--- src/rtl/digit_projection_pkg.sv ---
// rtl/digit_projection_pkg.sv - shared types, constants and helpers for digit_projection
package digit_projection_pkg;

  localparam int COORD_W = 11;
  localparam int CNT_W   = 4;

  // Monoc value treated as digit ink unless overridden by the instantiating block
  localparam logic FG_LEVEL_DEFAULT = 1'b0;

  typedef logic [COORD_W-1:0] coord_t;

  typedef enum logic [2:0] {
    ST_CLEAR,
    ST_WAIT,
    ST_ACCUM,
    ST_SCAN,
    ST_DONE
  } state_t;

  // One step of the segment tracker: open writes the low border, keep writes the high one
  typedef struct packed {
    logic   seg_open;
    logic   keep;
    coord_t hi;
  } seg_evt_t;

  // Border k occupies RAM words 2k (low edge) and 2k+1 (high edge)
  function automatic coord_t lo_addr(input logic [CNT_W-1:0] k);
    return {{(COORD_W-CNT_W-1){1'b0}}, k, 1'b0};
  endfunction

  function automatic coord_t hi_addr(input logic [CNT_W-1:0] k);
    return {{(COORD_W-CNT_W-1){1'b0}}, k, 1'b1};
  endfunction

endpackage

--- src/rtl/digit_projection_if.sv ---
// rtl/digit_projection_if.sv - video input, border read ports and status of digit_projection
interface digit_projection_if;
  import digit_projection_pkg::*;

  logic             frame_vsync;
  logic             pixel_de;
  logic             monoc;
  coord_t           xpos;
  coord_t           ypos;
  coord_t           row_border_addr;
  coord_t           row_border_data;
  coord_t           col_border_addr;
  coord_t           col_border_data;
  logic [CNT_W-1:0] num_row;
  logic [CNT_W-1:0] num_col;
  logic [1:0]       frame_cnt;
  logic             project_done_flag;

  modport master (
    output frame_vsync, pixel_de, monoc, xpos, ypos, row_border_addr, col_border_addr,
    input  row_border_data, col_border_data, num_row, num_col, frame_cnt, project_done_flag
  );

  modport slave (
    input  frame_vsync, pixel_de, monoc, xpos, ypos, row_border_addr, col_border_addr,
    output row_border_data, col_border_data, num_row, num_col, frame_cnt, project_done_flag
  );

endinterface

--- src/rtl/digit_projection_border_ram.sv ---
// rtl/digit_projection_border_ram.sv - border storage, one write port and one registered read port
module digit_projection_border_ram
  import digit_projection_pkg::*;
#(
  parameter int DEPTH = 8,
  parameter int WIDTH = COORD_W
) (
  input  logic             clk,
  input  logic             rst_n,
  input  logic             we_i,
  input  coord_t           waddr_i,
  input  logic [WIDTH-1:0] wdata_i,
  input  coord_t           raddr_i,
  output logic [WIDTH-1:0] rdata_o
);

  localparam int IW = (DEPTH > 1) ? $clog2(DEPTH) : 1;

  logic [WIDTH-1:0] mem_q [DEPTH];
  logic [WIDTH-1:0] rdata_q;

  // Array write; words past the live count are don't-care so the array is not reset
  always_ff @(posedge clk) begin
    if (we_i && (waddr_i < coord_t'(DEPTH))) mem_q[waddr_i[IW-1:0]] <= wdata_i;
  end

  // Registered read, addresses outside the array return zero
  always_ff @(posedge clk or negedge rst_n) begin
    if (!rst_n)                         rdata_q <= '0;
    else if (raddr_i < coord_t'(DEPTH)) rdata_q <= mem_q[raddr_i[IW-1:0]];
    else                                rdata_q <= '0;
  end

  assign rdata_o = rdata_q;

endmodule

--- src/rtl/digit_projection.sv ---
// rtl/digit_projection.sv - X/Y projection of a binarized frame into digit border RAMs
module digit_projection
  import digit_projection_pkg::*;
#(
  parameter int   H_PIXEL  = 640,
  parameter int   V_PIXEL  = 480,
  parameter int   MAX_COL  = 8,
  parameter int   MAX_ROW  = 4,
  parameter int   MIN_SPAN = 4,    // must be >= 2: a kept segment never opens and closes in one step
  parameter logic FG_LEVEL = FG_LEVEL_DEFAULT
) (
  input logic                clk,
  input logic                rst_n,
  digit_projection_if.slave  bus
);

  localparam int     AW       = (H_PIXEL > 1) ? $clog2(H_PIXEL) : 1;
  localparam coord_t H_COUNT  = coord_t'(H_PIXEL);
  localparam coord_t H_LAST   = coord_t'(H_PIXEL - 1);
  localparam coord_t V_LAST   = coord_t'(V_PIXEL - 1);
  localparam coord_t SCAN_END = coord_t'(H_PIXEL + 1);

  state_t           state_q, state_d;
  logic             vs_q, de_q, line_fg_q, in_seg_q, done_q, vs_pend_q, rd_vld_q, rd_bit_q;
  coord_t           ypos_q, seg_start_q, clr_q, scan_cnt_q, rd_pos_q;
  logic [CNT_W-1:0] num_row_q, num_col_q;
  logic [1:0]       frame_cnt_q;
  logic             bitmap_q [H_PIXEL];

  logic             vs_rise, de_fall, pixel_fg, scan_rd;
  logic             clr_en, accum_en, scan_en, scan_exit, start_frame;
  logic             trk_valid, trk_bit, trk_last, trk_we;
  coord_t           trk_pos, trk_waddr, trk_wdata, row_rdata, col_rdata;
  logic [CNT_W-1:0] trk_cnt, trk_max;
  seg_evt_t         ev;

  // Open/close/span rule shared by the row path (per line) and the column path (per bitmap bit)
  function automatic seg_evt_t seg_step(input logic valid, input logic bit_v, input logic last,
                                        input logic in_seg, input logic room,
                                        input coord_t pos, input coord_t start);
    seg_evt_t e;
    coord_t   lo;
    logic     closing;
    e       = '0;
    lo      = '0;
    closing = 1'b0;
    if (valid) begin
      e.seg_open = bit_v & ~in_seg & room;
      if (bit_v && last) begin
        closing = 1'b1;
        lo      = in_seg ? start : pos;
        e.hi    = pos;
      end else if (!bit_v && in_seg) begin
        closing = 1'b1;
        lo      = start;
        e.hi    = pos - coord_t'(1);
      end
      e.keep = closing & room & ((e.hi - lo) >= coord_t'(MIN_SPAN - 1));
    end
    return e;
  endfunction

  assign vs_rise  = bus.frame_vsync & ~vs_q;
  assign de_fall  = de_q & ~bus.pixel_de;
  assign pixel_fg = bus.pixel_de && (bus.monoc == FG_LEVEL) && (bus.xpos < H_COUNT);
  assign scan_rd  = scan_en && (scan_cnt_q < H_COUNT);

  // FSM state register
  always_ff @(posedge clk or negedge rst_n) begin
    if (!rst_n) state_q <= ST_CLEAR;
    else        state_q <= state_d;
  end

  // FSM next-state: clear bitmap, wait for a frame, measure, scan, then hold for two frames
  always_comb begin
    state_d = state_q;
    case (state_q)
      ST_CLEAR: if (clr_q == H_LAST)                       state_d = ST_WAIT;
      ST_WAIT:  if (vs_rise)                               state_d = ST_ACCUM;
      ST_ACCUM: if (de_fall && (ypos_q == V_LAST))         state_d = ST_SCAN;
      ST_SCAN:  if (scan_cnt_q == SCAN_END)                state_d = ST_DONE;
      ST_DONE:  if (vs_rise && (frame_cnt_q == 2'd2))      state_d = ST_ACCUM;
      default:                                             state_d = ST_CLEAR;
    endcase
  end

  // FSM outputs: per-state enables and the frame-start strobe
  always_comb begin
    clr_en      = 1'b0;
    accum_en    = 1'b0;
    scan_en     = 1'b0;
    scan_exit   = 1'b0;
    start_frame = 1'b0;
    case (state_q)
      ST_CLEAR: clr_en = 1'b1;
      ST_WAIT:  start_frame = vs_rise;
      ST_ACCUM: accum_en = 1'b1;
      ST_SCAN: begin
        scan_en   = 1'b1;
        scan_exit = (scan_cnt_q == SCAN_END);
      end
      ST_DONE:  start_frame = vs_rise && (frame_cnt_q == 2'd2);
      default: ;
    endcase
  end

  // Feed the shared tracker from the line path while measuring, from the bitmap while scanning
  always_comb begin
    if (accum_en) begin
      trk_valid = de_fall;
      trk_bit   = line_fg_q;
      trk_pos   = ypos_q;
      trk_last  = (ypos_q == V_LAST);
      trk_cnt   = num_row_q;
      trk_max   = CNT_W'(MAX_ROW);
    end else begin
      trk_valid = scan_en & rd_vld_q;
      trk_bit   = rd_bit_q;
      trk_pos   = rd_pos_q;
      trk_last  = (rd_pos_q == H_LAST);
      trk_cnt   = num_col_q;
      trk_max   = CNT_W'(MAX_COL);
    end
  end

  assign ev        = seg_step(trk_valid, trk_bit, trk_last, in_seg_q, trk_cnt < trk_max,
                              trk_pos, seg_start_q);
  assign trk_we    = ev.seg_open | ev.keep;
  assign trk_waddr = ev.seg_open ? lo_addr(trk_cnt) : hi_addr(trk_cnt);
  assign trk_wdata = ev.seg_open ? trk_pos : ev.hi;

  // Column-occupancy bitmap: swept to zero after reset, set by ink, cleared as the scan reads it
  always_ff @(posedge clk) begin
    if (clr_en)                  bitmap_q[clr_q[AW-1:0]]      <= 1'b0;
    else if (accum_en && pixel_fg) bitmap_q[bus.xpos[AW-1:0]] <= 1'b1;
    else if (scan_rd)            bitmap_q[scan_cnt_q[AW-1:0]] <= 1'b0;
  end

  // Datapath: edge detect, line capture, scan pipeline, counts, frame phase and done flag
  always_ff @(posedge clk or negedge rst_n) begin
    if (!rst_n) begin
      vs_q <= 1'b0;  de_q <= 1'b0;  line_fg_q <= 1'b0;  in_seg_q <= 1'b0;
      done_q <= 1'b0;  vs_pend_q <= 1'b0;  rd_vld_q <= 1'b0;  rd_bit_q <= 1'b0;
      ypos_q <= '0;  seg_start_q <= '0;  clr_q <= '0;  scan_cnt_q <= '0;  rd_pos_q <= '0;
      num_row_q <= '0;  num_col_q <= '0;  frame_cnt_q <= '0;
    end else begin
      vs_q       <= bus.frame_vsync;
      de_q       <= bus.pixel_de;
      if (bus.pixel_de) ypos_q <= bus.ypos;
      if (start_frame || de_fall)    line_fg_q <= 1'b0;
      else if (accum_en && pixel_fg) line_fg_q <= 1'b1;
      clr_q      <= clr_en  ? clr_q + coord_t'(1)      : '0;
      scan_cnt_q <= scan_en ? scan_cnt_q + coord_t'(1) : '0;
      rd_vld_q   <= scan_rd;
      rd_bit_q   <= scan_rd ? bitmap_q[scan_cnt_q[AW-1:0]] : 1'b0;
      rd_pos_q   <= scan_cnt_q;
      if (start_frame) begin
        in_seg_q <= 1'b0;
      end else if (trk_valid) begin
        in_seg_q <= trk_bit & ~trk_last;
        if (trk_bit && !in_seg_q) seg_start_q <= trk_pos;
      end
      if (start_frame) begin
        num_row_q <= '0;
        num_col_q <= '0;
      end else if (ev.keep) begin
        if (accum_en) num_row_q <= num_row_q + CNT_W'(1);
        else          num_col_q <= num_col_q + CNT_W'(1);
      end
      if (start_frame) begin
        frame_cnt_q <= 2'd0;
        done_q      <= 1'b0;
        vs_pend_q   <= 1'b0;
      end else if (scan_exit) begin
        done_q      <= 1'b1;
        frame_cnt_q <= (vs_pend_q | vs_rise) ? 2'd1 : 2'd0;
        vs_pend_q   <= 1'b0;
      end else if (scan_en && vs_rise) begin
        vs_pend_q   <= 1'b1;
      end else if ((state_q == ST_DONE) && vs_rise) begin
        frame_cnt_q <= frame_cnt_q + 2'd1;
      end
    end
  end

  digit_projection_border_ram #(.DEPTH(2 * MAX_ROW)) u_row_ram (
    .clk     (clk),
    .rst_n   (rst_n),
    .we_i    (trk_we & accum_en),
    .waddr_i (trk_waddr),
    .wdata_i (trk_wdata),
    .raddr_i (bus.row_border_addr),
    .rdata_o (row_rdata)
  );

  digit_projection_border_ram #(.DEPTH(2 * MAX_COL)) u_col_ram (
    .clk     (clk),
    .rst_n   (rst_n),
    .we_i    (trk_we & scan_en),
    .waddr_i (trk_waddr),
    .wdata_i (trk_wdata),
    .raddr_i (bus.col_border_addr),
    .rdata_o (col_rdata)
  );

  assign bus.row_border_data   = row_rdata;
  assign bus.col_border_data   = col_rdata;
  assign bus.num_row           = num_row_q;
  assign bus.num_col           = num_col_q;
  assign bus.frame_cnt         = frame_cnt_q;
  assign bus.project_done_flag = done_q;

endmodule
--- src/flat_wrapper.sv ---
// flat-port wrapper written by rule: the top's interface ports become plain ports
module digit_projection_flat import digit_projection_pkg::*;
#(
  parameter int   H_PIXEL  = 640,
  parameter int   V_PIXEL  = 480,
  parameter int   MAX_COL  = 8,
  parameter int   MAX_ROW  = 4,
  parameter int   MIN_SPAN = 4,                                                                      
  parameter logic FG_LEVEL = FG_LEVEL_DEFAULT
)
  (clk, rst_n, bus_frame_vsync, bus_pixel_de, bus_monoc, bus_xpos, bus_ypos, bus_row_border_addr, bus_col_border_addr, bus_row_border_data, bus_col_border_data, bus_num_row, bus_num_col, bus_frame_cnt, bus_project_done_flag);
  digit_projection_if bus_i ();
  input logic clk;
  input logic rst_n;
  input wire logic [$bits(bus_i.frame_vsync)-1:0] bus_frame_vsync;
  input wire logic [$bits(bus_i.pixel_de)-1:0] bus_pixel_de;
  input wire logic [$bits(bus_i.monoc)-1:0] bus_monoc;
  input wire logic [$bits(bus_i.xpos)-1:0] bus_xpos;
  input wire logic [$bits(bus_i.ypos)-1:0] bus_ypos;
  input wire logic [$bits(bus_i.row_border_addr)-1:0] bus_row_border_addr;
  input wire logic [$bits(bus_i.col_border_addr)-1:0] bus_col_border_addr;
  output wire logic [$bits(bus_i.row_border_data)-1:0] bus_row_border_data;
  output wire logic [$bits(bus_i.col_border_data)-1:0] bus_col_border_data;
  output wire logic [$bits(bus_i.num_row)-1:0] bus_num_row;
  output wire logic [$bits(bus_i.num_col)-1:0] bus_num_col;
  output wire logic [$bits(bus_i.frame_cnt)-1:0] bus_frame_cnt;
  output wire logic [$bits(bus_i.project_done_flag)-1:0] bus_project_done_flag;
  assign bus_i.frame_vsync = bus_frame_vsync;
  assign bus_i.pixel_de = bus_pixel_de;
  assign bus_i.monoc = bus_monoc;
  assign bus_i.xpos = bus_xpos;
  assign bus_i.ypos = bus_ypos;
  assign bus_i.row_border_addr = bus_row_border_addr;
  assign bus_i.col_border_addr = bus_col_border_addr;
  assign bus_row_border_data = bus_i.row_border_data;
  assign bus_col_border_data = bus_i.col_border_data;
  assign bus_num_row = bus_i.num_row;
  assign bus_num_col = bus_i.num_col;
  assign bus_frame_cnt = bus_i.frame_cnt;
  assign bus_project_done_flag = bus_i.project_done_flag;
  digit_projection #(.H_PIXEL(H_PIXEL), .V_PIXEL(V_PIXEL), .MAX_COL(MAX_COL), .MAX_ROW(MAX_ROW), .MIN_SPAN(MIN_SPAN), .FG_LEVEL(FG_LEVEL)) u_core (.clk(clk), .rst_n(rst_n), .bus(bus_i));
endmodule
--- config.mk ---
export PLATFORM = sky130hd
export DESIGN_NAME = digit_projection_flat
export DESIGN_NICKNAME = d
export VERILOG_FILES = /design/src/rtl/digit_projection_pkg.sv /design/src/rtl/digit_projection_if.sv /design/src/rtl/digit_projection_border_ram.sv /design/src/rtl/digit_projection.sv /design/src/flat_wrapper.sv
export SDC_FILE = /design/constraint.sdc
export NUM_CORES = 1
export LEC_CHECK = 0
export ABC_AREA = 1
export CORE_MARGIN = 3
export CORE_UTILIZATION = 60
export DETAILED_ROUTE_END_ITERATION = 7
export HOLD_SLACK_MARGIN = 0.05
export PLACE_DENSITY = 0.75
export SKIP_CTS_REPAIR_TIMING = 1
export SYNTH_ARGS = -nofsm -noshare
export SYNTH_HDL_FRONTEND = slang
export SYNTH_HIERARCHICAL = 1
export SYNTH_SLANG_ARGS = --single-unit
export TNS_END_PERCENT = 100
--- constraint.sdc ---
create_clock -name clk -period 8.85 [get_ports clk]
set_clock_uncertainty 0.1 [all_clocks]
set_input_delay 1.3275 -clock clk [delete_from_list [all_inputs] [get_ports clk]]
set_output_delay 1.3275 -clock clk [all_outputs]
set_load 0.005 [all_outputs]
==> results.ini, run 1 <==
[outcome]
status=complete, but fails checks
violations=slew limit

[drt]
routed_wl_mm=115
wl_per_cell_um=20.9
drtIter0Drc=4267
via_count=33200
drc=0
ant_nets=0
first_pass_iters=6
via_per_inst=5.99

[timing]
post-route-period-util=0.791
fin_tns_setup_ns=0
max_freq_mhz=143
tightest_slew_ns=1.51
rsz0062_at_grt=false
setup_violations=0
fin_crit_ns=7.00
hold_viol=0
maxSlewHeadroom=-0.00640
final_max_slew_viol_count=27

[job]
drv_cap=0

[die]
pin_count=82
dieWidth_um=281
start_util=0.608
die_y_um=281
fp.coreArea_mm2=0.0747
rows=100
die-area_mm2=0.0790

[placement]
portBuffers=81
gp_congestion=0.961
placedCellCount=5342
dp_hpwl_mm=64.9

[worst_setup_path]
crit_buf_inv=2
critical_path.max_stage_delay_ns=0.81
worstPathRequired_ns=9.03
cp-start-kind=register
crit_fanout=21
critical_path_arrival_ns=7.18
crit_family=simple AND/OR/NAND/NOR gates
critPathKind=reg -> reg
crit_slowest_cell=nor2_1
crit_path_end_kind=register
cpMostUsedCell=nand2_1

[clock_network]
clk_latency_ns=0.66
cts.sink_count=1002
cts_buffers=100
clock_path_buffers=3
cts_tree=built
h-tree-depth=3
cts_root_buf=clkbuf_16
clk_pin_slew_worst_paths_ns=0.06

[pwr]
p_leak_nw=17.7
peakVddDrop_mv=0.208
power_density_mw_per_mm2=245

[final_layout]
fin_cells=5530
area_growth_pct=9.55
most-common-layout-cells=nor2_1, edfxtp_1, nand2_1
nets=4542
diodes=0
drive_gt1_frac=0.0647
fill_cells=5687
final_common_cell=nor2_1
final_util=0.666

[global_routing]
grt_pass1_vias=30800
antenna_found_initial=0
grt_pass1_wl_mm=176
track_usage=0.291
grt_max_degree=306
grt_overflow=0

[logic_synthesis]
synth_ff_type=edfxtp_1
yosysUniqueCellTypes=53
synth_edf_count=904
seq_area_frac_synth=0.652
yosys_warnings=6
synth.avg_cell_area_um2=10.0
ys_seq_elements=1002
synth_area_mm2=0.0454
syn_inst=4533
synthArstFlopShare=0.0978

[min_path]
hold_class=reg -> reg

==> synthesized netlist by cell type, types with 5 or more instances <==
cell type / n / area [µm²]
buf_4: 13 / 97.6
buf_1: 22 / 82.6
buf_2: 107 / 536
xnor2_1: 7 / 61.3
edfxtp_1: 904 / 27100
dfrtp_1: 98 / 2450
ha_1: 17 / 213
inv_1: 204 / 766
o22ai_1: 39 / 244
a31oi_1: 14 / 87.6
clkbuf_1: 140 / 526
buf_6: 16 / 180
nand4_1: 13 / 81.3
nor3_1: 19 / 95.1
nand3_2: 28 / 280
xor2_1: 9 / 78.8
nor2_4: 11 / 124
a21oi_1: 88 / 440
nand3_1: 335 / 1680
or2_2: 10 / 62.6
o21ai_1: 12 / 60.1
o211ai_1: 77 / 578
nor2_1: 1207 / 4530
nand2_2: 9 / 56.3
inv_2: 8 / 30.0
o21ai_0: 360 / 1800
nor4_1: 5 / 31.3
nand2_1: 718 / 2700
==> power by group <==
| group | total (W) | leakage, nW | internal, W | switching (W) |
|---|---|---|---|---|
| combinational | 0.00277 | 6.54 | 0.000672 | 0.00210 |
| sequential | 0.00529 | 9.61 | 0.00521 | 0.0000817 |
| clock | 0.00412 | 1.57 | 0.00237 | 0.00176 |
==> kinds of logic after synthesis <==
family / count (synthesis) / synth area share
fa+ha+maj: 18 / 0.00512
buf+inv: 517 / 0.0497
xor+xnor: 16 / 0.00309
flops: 1002 / 0.652
other cells: 1 / 0.0000826
simple gates: 2370 / 0.216
compound gates: 609 / 0.0745
==> area by class of cell <==
cell class	instances	area, µm²	share of cell area
well taps	969	1210	0.0244
multi-input cells	3025	13700	0.275
inverters	219	851	0.0171
clock inverters	63	502	0.0101
repair buffers	127	1190	0.0240
flip-flops and latches	1002	29600	0.595
clock buffers	125	2700	0.0543
==> registers in the layout (all words and copies together) (netlist names) <==
signal                        count
u_core/bitmap_q                 640
u_core/bus.frame_cnt              2
u_core/u_col_ram/mem_q          176
u_core/state_q                    3
u_core/line_fg_q                  1
u_core/de_q                       1
u_core/bus.num_row                4
u_core/vs_q                       1
u_core/clr_q                     11
u_core/rd_vld_q                   1
u_core/vs_pend_q                  1
u_core/in_seg_q                   1
u_core/rd_bit_q                   1
u_core/bus.num_col                4
u_core/rd_pos_q                  11
u_core/bus.project_done_flag      1
u_core/u_row_ram/rdata_o         11
u_core/scan_cnt_q                11
u_core/u_col_ram/rdata_o         11
u_core/seg_start_q               11
u_core/ypos_q                    11
u_core/u_row_ram/mem_q           88
==> worst reg2reg max path, delay by kind of cell (launching register included) <==
kind / cells / cell delay, ns
XOR/XNOR: 1 / 0.14
AND/OR/NAND/NOR: 17 / 3.98
adder cells (fa/ha/maj): 2 / 0.65
buffers and inverters: 2 / 0.62
flip-flops: 1 / 0.43
AO/OA/AOI/OAI: 4 / 0.71
==> final timing paths <==
| kind | start | endpoint | slack (ns) | cells past startpoint |
|---|---|---|---|---|
| worst max-delay path | u_core/state_q[2]$_DFFE_PN0P_ | u_core/u_col_ram/mem_q[0][7]$_DFFE_PP_ | 1.85 | 26 |
| worst min-delay path | u_core/scan_cnt_q[3]$_DFF_PN0_ | u_core/rd_pos_q[3]$_DFF_PN0_ | 0.38 | 0 |
| worst max register to register | u_core/state_q[2]$_DFFE_PN0P_ | u_core/u_col_ram/mem_q[0][7]$_DFFE_PP_ | 1.85 | 26 |
| worst min register to register | u_core/scan_cnt_q[3]$_DFF_PN0_ | u_core/rd_pos_q[3]$_DFF_PN0_ | 0.38 | 0 |
| max in group asynchronous | rst_n | u_core/scan_cnt_q[0]$_DFF_PN0_ | 6.81 | 2 |
| min in group asynchronous | rst_n | u_core/u_row_ram/rdata_o[10]$_DFF_PN0_ | 0.48 | 1 |
==> layer usage <==
layer  up-vias  GRT usage  routed length (µm)
met2      1688      0.481               55300
met3       296     0.0446               11000
met5         -          0                   0
met4         0      0.116                4770
met1     15900      0.390               44300
li1      15200          -                   -
==> stage by stage <==
| stage | power (W) | worst slack (ns) | cell area [µm²] | hold WS [ns] |
|---|---|---|---|---|
| floorplan | 0.00732 | 0.588 | 45500 | 0.252 |
| global placement | 0.00807 | 2.13 | 46600 | 0.366 |
| detailed placement | 0.00810 | 1.90 | 46600 | 0.359 |
| CTS | 0.0122 | 1.93 | 49800 | 0.374 |
| global route | 0.0127 | 1.14 | 49800 | 0.404 |
| finish | 0.0122 | 1.85 | 49800 | 0.383 |
Note: power is estimated with default switching activity, not from simulation.
==> run 2, diff against run 1 <==
--- a/config.mk
+++ b/config.mk
@@ -7,7 +7,7 @@
 export LEC_CHECK = 0
 export ABC_AREA = 1
 export CORE_MARGIN = 3
-export CORE_UTILIZATION = 60
+export CORE_UTILIZATION = 57
 export DETAILED_ROUTE_END_ITERATION = 7
 export HOLD_SLACK_MARGIN = 0.05
 export PLACE_DENSITY = 0.75
==> constraint.sdc (replaced) <==
create_clock -name clk -period 6.2 [get_ports clk]
set_clock_uncertainty 0.1 [all_clocks]
set_input_delay 0.93 -clock clk [delete_from_list [all_inputs] [get_ports clk]]
set_output_delay 0.93 -clock clk [all_outputs]
set_load 0.005 [all_outputs]
==> run 2 against run 1 <==
Effect of this change:
- the flow now finishes without violations
- sequential power is 43% higher
- clock-buffer cell count increased by 2
- utilization down 2.5 points
- global-route usage fell by 1.0 points
- worst setup slack worse by 1.4 ns
- total power grew 45%
- critical path type unchanged
- critical endpoint is now u_core/u_col_ram/mem_q[14][0]$_DFFE_PP_
- largest power group unchanged
==> results.ini, run 2 (synthesis gave the netlist of run 1 again) <==
[outcome]
status=finished clean

[pwr]
p_leak_nw=17.9
power_density_mw_per_mm2=351
peakVddDrop_mv=0.235

[global_routing]
antenna_found_initial=0
track_usage=0.280
grt_pass1_wl_mm=179
grt_pass1_vias=31400
grt_max_degree=304
grt_overflow=0

[worst_setup_path]
crit_fanout=20
cp-start-kind=register
r2r_start=u_core/state_q[1]$_DFFE_PN0P_
cpMostUsedCell=nand2_1
critical_path.max_stage_delay_ns=0.60
crit_path_end_kind=register
critPathKind=reg -> reg
worstSetupStartpoint=u_core/state_q[1]$_DFFE_PN0P_
worstPathRequired_ns=6.44
critical_path_arrival_ns=6.01
crit_slowest_cell=dfrtp_1

[timing]
maxSlewHeadroom=0.143
tightest_slew_ns=1.28
fin_crit_ns=5.77
fin_tns_setup_ns=0
final_max_slew_viol_count=0
max_freq_mhz=173
setup_violations=0
post-route-period-util=0.931
hold_viol=0

[clock_network]
clk_latency_ns=0.66
cts_tree=built
h-tree-depth=3
cts.sink_count=1002
clock_path_buffers=3
cts_buffers=99
cts_root_buf=clkbuf_16
clk_pin_slew_worst_paths_ns=0.06

[die]
pin_count=82
die-area_mm2=0.0831
dieWidth_um=288
start_util=0.581
rows=102
die_y_um=288
fp.coreArea_mm2=0.0782

[drt]
first_pass_iters=6
drtIter0Drc=4500
ant_nets=0
via_count=33400
via_per_inst=5.94
wl_per_cell_um=20.9
drc=0
routed_wl_mm=118

[placement]
gp_congestion=0.885
placed_area_mm2=0.0468
placedCellCount=5440
dp_hpwl_mm=66.0
portBuffers=81

[final_layout]
final_util=0.641
largest_reg_flops=640
diodes=0
finalInstanceArea_mm2=0.0502
nets=4568
area_growth_pct=10.4
drive_gt1_frac=0.0731
final_common_cell=nor2_1
fin_cells=5624
most-common-layout-cells=nor2_1, edfxtp_1, nand2_1

[min_path]
hold_class=in -> async

[job]
drv_cap=0

==> run 2: changes by cell type in the layout (fill, tap and decap cells not counted), sizes merged <==
cell / previous run / this run
buf: 49 / 76
bufinv: 7 / 11
clkbuf: 125 / 127
clkinv: 52 / 43
clkinvlp: 3 / 2
==> run 2: power by group <==
group	switching, W	internal [W]
clock	0.00252	0.00354
sequential	0.000134	0.00743
combinational	0.00301	0.000988
==> run 2: metrics by stage <==
stage          worst slack (ns)  total power, W  hold WS, ns
3_3_place_gp              0.421          0.0116        0.370
3_5_place_dp              0.313          0.0116        0.368
4_1_cts                   0.248          0.0176        0.204
2_1_floorplan             0.375          0.0104        0.252
5_1_grt                 -0.0402          0.0183        0.231
6_report                  0.426          0.0176        0.201
==> run 2: path summary, 6_finish.rpt <==
| kind | end | slack [ns] | cells after the start |
|---|---|---|---|
| min | u_core/u_row_ram/rdata_o[4]$_DFF_PN0_ | 0.20 | 1 |
| max reg2reg | u_core/u_col_ram/mem_q[14][0]$_DFFE_PP_ | 0.43 | 25 |
| max | u_core/u_col_ram/mem_q[14][0]$_DFFE_PP_ | 0.43 | 25 |
| max in group asynchronous | u_core/scan_cnt_q[0]$_DFF_PN0_ | 4.63 | 2 |
| min in group clk | u_core/clr_q[0]$_DFF_PN0_ | 0.38 | 1 |
| min reg2reg | u_core/clr_q[0]$_DFF_PN0_ | 0.38 | 1 |
==> run 2: worst max-delay path, delay by kind of cell, from the launching register on <==
family | cells | cell delay (ns)
xor+xnor | 2 | 0.32
compound gates | 3 | 0.75
simple gates | 16 | 2.57
fa+ha+maj | 2 | 0.61
flops | 1 | 0.60
buf+inv | 2 | 0.47
==> run 2: cell type report <==
cell class	count	area, µm²
Sequential cell	1002	29600
Inverter	219	851
Clock buffer	127	2700
Timing Repair Buffer	154	1380
Multi-Input combinational cell	3025	13700
Tap cell	1040	1300
Fill cell	6056	28100
Clock inverter	57	598
==> run 2: layer usage <==
metal / wire length (µm) / global-route usage / share of wire
met5: 0 / 0 / 0
met4: 5220 / 0.124 / 0.044
met3: 11000 / 0.0417 / 0.094
met2: 58200 / 0.479 / 0.50
met1: 43100 / 0.358 / 0.37
